--- config.mk ---
export PLATFORM = sky130hd
export DESIGN_NAME = bicolor_matrix_animator
export DESIGN_NICKNAME = d
export VERILOG_FILES = /design/src/rtl/bicolor_matrix_pkg.sv /design/src/rtl/bicolor_matrix_animator_tick.sv /design/src/rtl/bicolor_matrix_animator.sv
export SDC_FILE = /design/constraint.sdc
export NUM_CORES = 1
export LEC_CHECK = 0
export ABC_AREA = 1
export CAP_MARGIN = 10
export CORE_MARGIN = 1
export CORE_UTILIZATION = 62
export CTS_CLUSTER_DIAMETER = 100
export DETAILED_ROUTE_END_ITERATION = 6
export PLACE_DENSITY = 0.85
export SLEW_MARGIN = 0
export SYNTH_ARGS = -nofsm -noshare
export SYNTH_HDL_FRONTEND = slang
export SYNTH_SLANG_ARGS = --single-unit
--- constraint.sdc ---
create_clock -name clk -period 5.1 [get_ports clk]
set_input_delay 1.02 -clock clk [delete_from_list [all_inputs] [get_ports clk]]
set_output_delay 1.02 -clock clk [all_outputs]
set_load 0.02 [all_outputs]
--- src/rtl/bicolor_matrix_pkg.sv ---
// Shared constants, FSM state type and colour helpers
// for the bicolor matrix animator.
package bicolor_matrix_pkg;

    localparam logic DIR_LEFT  = 1'b0;
    localparam logic DIR_RIGHT = 1'b1;

    localparam logic [1:0] COL_OFF    = 2'b00;
    localparam logic [1:0] COL_RED    = 2'b01;
    localparam logic [1:0] COL_GREEN  = 2'b10;
    localparam logic [1:0] COL_YELLOW = 2'b11;

    typedef enum logic {
        IDLE,
        MOVE
    } state_t;

    function automatic logic has_red(input logic [1:0] c);
        return |(c & COL_RED);
    endfunction

    function automatic logic has_green(input logic [1:0] c);
        return |(c & COL_GREEN);
    endfunction

endpackage

--- src/rtl/bicolor_matrix_animator_tick.sv ---
// Divider producing a one-cycle tick every DIV clocks;
// a synchronous clear restarts the count from zero.
module matrix_tick_gen #(
    parameter int DIV = 1000
) (
    input  logic clk,
    input  logic rst,
    input  logic clr,
    output logic tick
);

    localparam int CW = (DIV > 1) ? $clog2(DIV) : 1;

    logic [CW-1:0] cnt;
    logic          last;

    assign last = (cnt == CW'(DIV - 1));
    assign tick = last && !clr;

    always_ff @(posedge clk or posedge rst) begin
        if (rst) begin
            cnt <= '0;
        end else if (clr || last) begin
            cnt <= '0;
        end else begin
            cnt <= cnt + 1'b1;
        end
    end

endmodule

--- src/rtl/bicolor_matrix_animator.sv ---
// Row-scan driver for a red/green dot matrix showing N_OBJ
// sprites that slide between a left and a right bank.
module bicolor_matrix_animator
    import bicolor_matrix_pkg::*;
#(
    parameter int                 ROWS      = 8,
    parameter int                 COLS      = 8,
    parameter int                 N_OBJ     = 3,
    parameter int                 OBJ_H     = 2,
    parameter int                 OBJ_W     = 2,
    parameter logic [2*N_OBJ-1:0] OBJ_COLOR = 6'b10_11_01,
    parameter int                 SCAN_DIV  = 1000,
    parameter int                 STEP_DIV  = 1000000
) (
    input  logic             clk,
    input  logic             rst,
    input  logic             cmd_valid,
    output logic             cmd_ready,
    input  logic [N_OBJ-1:0] cmd_mask,
    input  logic             cmd_dir,
    output logic             done,
    output logic             err,
    output logic [N_OBJ-1:0] bank,
    output logic [ROWS-1:0]  row,
    output logic [COLS-1:0]  r,
    output logic [COLS-1:0]  g
);

    localparam int D    = COLS - OBJ_W;
    localparam int PW   = (D > 0) ? $clog2(D + 1) : 1;
    localparam int RW   = (ROWS > 1) ? $clog2(ROWS) : 1;
    localparam int BAND = OBJ_H + 1;
    localparam logic [COLS-1:0] BASE = COLS'((1 << OBJ_W) - 1);

    state_t state, state_nxt;

    logic [N_OBJ-1:0][PW-1:0] pos;
    logic [N_OBJ-1:0]         mask_q;
    logic                     dir_q;
    logic [PW-1:0]            step_cnt;
    logic [RW-1:0]            row_cnt;
    logic [ROWS-1:0]          row_nxt;
    logic [COLS-1:0]          r_nxt;
    logic [COLS-1:0]          g_nxt;

    logic scan_tick;
    logic step_tick;
    logic accept;
    logic legal;
    logic go;
    logic bad;
    logic last_step;

    matrix_tick_gen #(.DIV(SCAN_DIV)) u_scan_tick (
        .clk  (clk),
        .rst  (rst),
        .clr  (1'b0),
        .tick (scan_tick)
    );

    matrix_tick_gen #(.DIV(STEP_DIV)) u_step_tick (
        .clk  (clk),
        .rst  (rst),
        .clr  (go),
        .tick (step_tick)
    );

    // Objects rest only at a bank, so the bank bits fully
    // describe whether a group sits at the source side.
    always_comb begin
        accept = cmd_valid && (state == IDLE);
        if (cmd_dir == DIR_RIGHT) begin
            legal = |cmd_mask && ~|(cmd_mask & bank);
        end else begin
            legal = |cmd_mask && ~|(cmd_mask & ~bank);
        end
        go        = accept && legal;
        bad       = accept && !legal;
        last_step = (state == MOVE) && step_tick
                    && (step_cnt == PW'(D - 1));
    end

    always_ff @(posedge clk or posedge rst) begin
        if (rst) begin
            state <= IDLE;
        end else begin
            state <= state_nxt;
        end
    end

    always_comb begin
        state_nxt = state;
        cmd_ready = 1'b0;
        unique case (state)
            IDLE: begin
                cmd_ready = 1'b1;
                if (go) begin
                    state_nxt = MOVE;
                end
            end
            MOVE: begin
                if (last_step) begin
                    state_nxt = IDLE;
                end
            end
            default: state_nxt = IDLE;
        endcase
    end

    always_ff @(posedge clk or posedge rst) begin
        if (rst) begin
            mask_q   <= '0;
            dir_q    <= DIR_LEFT;
            step_cnt <= '0;
            bank     <= '0;
            done     <= 1'b0;
            err      <= 1'b0;
            pos      <= '0;
        end else begin
            done <= last_step;
            err  <= bad;
            if (go) begin
                mask_q   <= cmd_mask;
                dir_q    <= cmd_dir;
                step_cnt <= '0;
            end else if (state == MOVE && step_tick) begin
                step_cnt <= step_cnt + 1'b1;
                for (int i = 0; i < N_OBJ; i++) begin
                    if (mask_q[i]) begin
                        pos[i] <= dir_q ? pos[i] + 1'b1
                                        : pos[i] - 1'b1;
                    end
                end
                if (last_step) begin
                    bank <= dir_q ? (bank | mask_q)
                                  : (bank & ~mask_q);
                end
            end
        end
    end

    always_comb begin
        row_nxt          = '1;
        row_nxt[row_cnt] = 1'b0;
        r_nxt            = '0;
        g_nxt            = '0;
        for (int i = 0; i < N_OBJ; i++) begin
            if (int'(row_cnt) >= i * BAND &&
                int'(row_cnt) <  i * BAND + OBJ_H) begin
                if (has_red(OBJ_COLOR[2*i +: 2])) begin
                    r_nxt = BASE << pos[i];
                end
                if (has_green(OBJ_COLOR[2*i +: 2])) begin
                    g_nxt = BASE << pos[i];
                end
            end
        end
    end

    always_ff @(posedge clk or posedge rst) begin
        if (rst) begin
            row_cnt <= '0;
            row     <= '1;
            r       <= '0;
            g       <= '0;
        end else if (scan_tick) begin
            row     <= row_nxt;
            r       <= r_nxt;
            g       <= g_nxt;
            row_cnt <= (row_cnt == RW'(ROWS - 1)) ? '0
                                                  : row_cnt + 1'b1;
        end
    end

endmodule

==> impl_metrics.csv <==
group,metric,value,unit
logic_synthesis,syn-num-nets,535,
pwr,p_per_area,232,nW/um^2
cells_and_area,final_common_cell,"nand2_1",
cells_and_area,multiInputGateArea,1870,um^2
timing,period_needed,2840,ps
place,finalWeightedCongestion,0.959,
setup_path,path_max_fanout,20,
status,status,"complete, but fails checks",
logic_synthesis,synth_top_area_cell,"dfrtp_1",
place,dp.cells,615,
logic_synthesis,synthDistinctLibCells,32,
detailed_routing,vias_per_cell,5.55,
run,drv_cap,0,
setup_path,critical_path_arrival,3040,ps
detailed_routing,first_pass_iters,7,
logic_synthesis,yosysWarnings,0,
logic_synthesis,synth_cells,512,
timing,tightest_slew,645,ps
cells_and_area,n_fill_cell,460,
detailed_routing,drt_iter0_drc,156,
logic_synthesis,synth_top_area_share,42.8,%
timing,slew_headroom,56.9,%
global_routing,grtUsageMet2,44.3,%
setup_path,crit_slowest_cell,"nand2_1",
global_routing,grt_antenna_before_repair,0,
global_routing,grt_pass1_vias,3309,
die,rows,29,
global_routing,grt_use_total,27.1,%
timing,clock_skew,12.1,ps
logic_synthesis,synthTopCellsByArea,"dfrtp_1 (43%), nand2_1 (10%), nor2_1 (7.7%)",
logic_synthesis,yosysSeqAreaShare,47.9,%
setup_path,critical_path_buf_inv_count,1,
setup_path,path_common_cell,"nand2_1",
detailed_routing,ant_nets,0,
cells_and_area,drive_above_1_share,6.85,%
global_routing,busiest_layer,"met2",
cts,cts_tree,"done",
status,violations,"design-rule violations",
global_routing,grt_max_degree,56,
logic_synthesis,ys_ff_latch,79,
pwr,peakVddDrop,175,uV
die,pin_count,37,
cts,clock-root-buffer,"clkbuf_8",
cts,cts_made_buffers,9,
setup_path,r2r_start,"u_scan_tick.cnt[0]",
setup_path,path_cells,"clkdlybuf4s50_1 -> nand2_1 -> nand3_1 -> nand2_1 -> nand4_1 -> nand2_1 -> nor3_1",
global_routing,grt_util_met3,4.75,%
detailed_routing,wl,8580,um
cells_and_area,final_cell_mix,"nand2_1 (111), nor2_1 (85), dfrtp_1 (71), inv_1 (61), nand3_1 (37)",
min_path,min_from,"u_scan_tick.cnt[0]",
place,hpwl,6120,um
timing,fmax,0.352,GHz
detailed_routing,wl_per_cell,13.6,um
die,initial_core_util,64.6,%
cts,ctsHoldBuffers,0,
cts,htree_num_levels,3,
cts,cts.sinks,79,
detailed_routing,vias,3508,
die,dieArea,7020,um^2
die,die_x,83.8,um
cts,clk_pin_slew,80,ps
timing,postLayoutSetupSlackWorst,2260,ps
cts,cts_buffer_depth,2,
setup_path,critical_path_class,"primary input to flip-flop",
setup_path,cp-startpoint,"cmd_mask[2]",
cts,cts_setup_buffers,0,
timing,setup_viol,0,
logic_synthesis,syn_avg_cell_area,8.11,um^2
place,port_buffers,36,
cts,cts.repair.resized,0,
pwr,p_total,1.11,mW
cells_and_area,fin_nets,573,
logic_synthesis,syn_area,4150,um^2
detailed_routing,remaining_drc_errors,6,
timing,hold_viol_final,0,
cells_and_area,area_growth,14.9,%
cells_and_area,seq_area,1990,um^2
global_routing,grt_overflow_total,0,
timing,maxSlewViolCount,0,
setup_path,cp-start-kind,"primary input",
pwr,p_leak,2.26,nW
timing,rsz0062_at_grt,"no",
cells_and_area,antenna_cells,0,
timing,tns,0,ps
cells_and_area,final_cells,632,
setup_path,cp_slowest_stage_delay,720,ps
min_path,hold_class,"flip-flop to flip-flop",
global_routing,grt_pass1_wl,15000,um
place,dp_slack,1880,ps
setup_path,cp.required,5300,ps
die,core,6420,um^2
timing,period_share,55.7,%
die,die_h,83.8,um
global_routing,grt_util_met1,36.2,%
setup_path,path_delay_family,"simple AND/OR/NAND/NOR gates",
setup_path,cp-end-kind,"flip-flop",
cts,clock_latency,360,ps
-- synthesized netlist by cell type, drive strengths merged --
library cell / n
o21ai: 16
nand3: 40
o21bai: 1
nand2: 112
buf: 7
nor3b: 5
clkbuf: 4
fa: 3
nand4: 13
a21oi: 11
xor2: 13
nor3: 18
or2: 2
dfrtp: 71
o21a: 1
nor2: 87
ha: 13
xnor2: 7
nand3b: 1
inv: 63
o22ai: 1
a31oi: 15
dfstp: 8
-- worst paths after layout --
path	endpoint	slack [ps]	cells after the start
max	u_step_tick.cnt[14]	2260	7
min	u_scan_tick.cnt[0]	460	1
max reg2reg	g[6]	2890	7
min reg2reg	u_scan_tick.cnt[0]	460	1
max in group asynchronous	pos[3]	3260	4
min in group asynchronous	u_scan_tick.cnt[6]	950	2
-- state kept, by name, summed over array words and instances (netlist names), named ones only --
| name | flops |
|---|---|
| u_step_tick.cnt | 20 |
| g | 8 |
| state | 1 |
| pos | 9 |
| err | 1 |
| done | 1 |
| row_cnt | 3 |
| mask_q | 3 |
| dir_q | 1 |
| u_scan_tick.cnt | 10 |
| step_cnt | 3 |
| r | 8 |
| row | 8 |
-- worst reg2reg max path, delay by kind of cell, from the launching register on --
family	cells	cell delay (ps)
compound gates	1	190
buf+inv	2	760
fa+ha+maj	1	200
simple gates	3	610
flops	1	380
-- routing by layer --
layer  vias up  part of all wire [%]
li1       1714                     -
met1      1694                    45
met2        91                    49
met3         9                   4.1
met4         0                   1.3
met5         -                     0
-- cells by family after synthesis --
group                    after synthesis  synth area share (%)
XOR/XNOR                              20                  4.22
buffers and inverters                 74                  7.08
AO/OA/AOI/OAI                         45                  6.03
flip-flops                            79                  47.9
AND/OR/NAND/NOR                      278                  29.4
adder cells (fa/ha/maj)               16                  5.37
-- per-stage QoR --
stage          cell area [um^2]  hold WS (ps)  util [%]
6_report                   4770           465      74.2
3_5_place_dp               4560           460      71.0
2_1_floorplan              4150           433         -
3_3_place_gp               4560           455      71.0
4_1_cts                    4750           471      73.9
5_1_grt                    4770           491      74.2
-- power breakdown --
part	internal [mW]	total [mW]	switching [mW]
registers	0.628	0.630	0.00234
logic	0.0105	0.0298	0.0193
clock network	0.217	0.447	0.231
-- area by class of cell --
cell class                      count  share of cell area [%]
Clock buffer                       12                    3.46
Inverter                           63                    4.96
Timing Repair Buffer               38                    8.13
Multi-Input combinational cell    359                    39.2
Sequential cell                    79                    41.7
Tap cell                           77                    2.02
Clock inverter                      4                   0.551
Note: power is estimated with default switching activity, not from simulation.
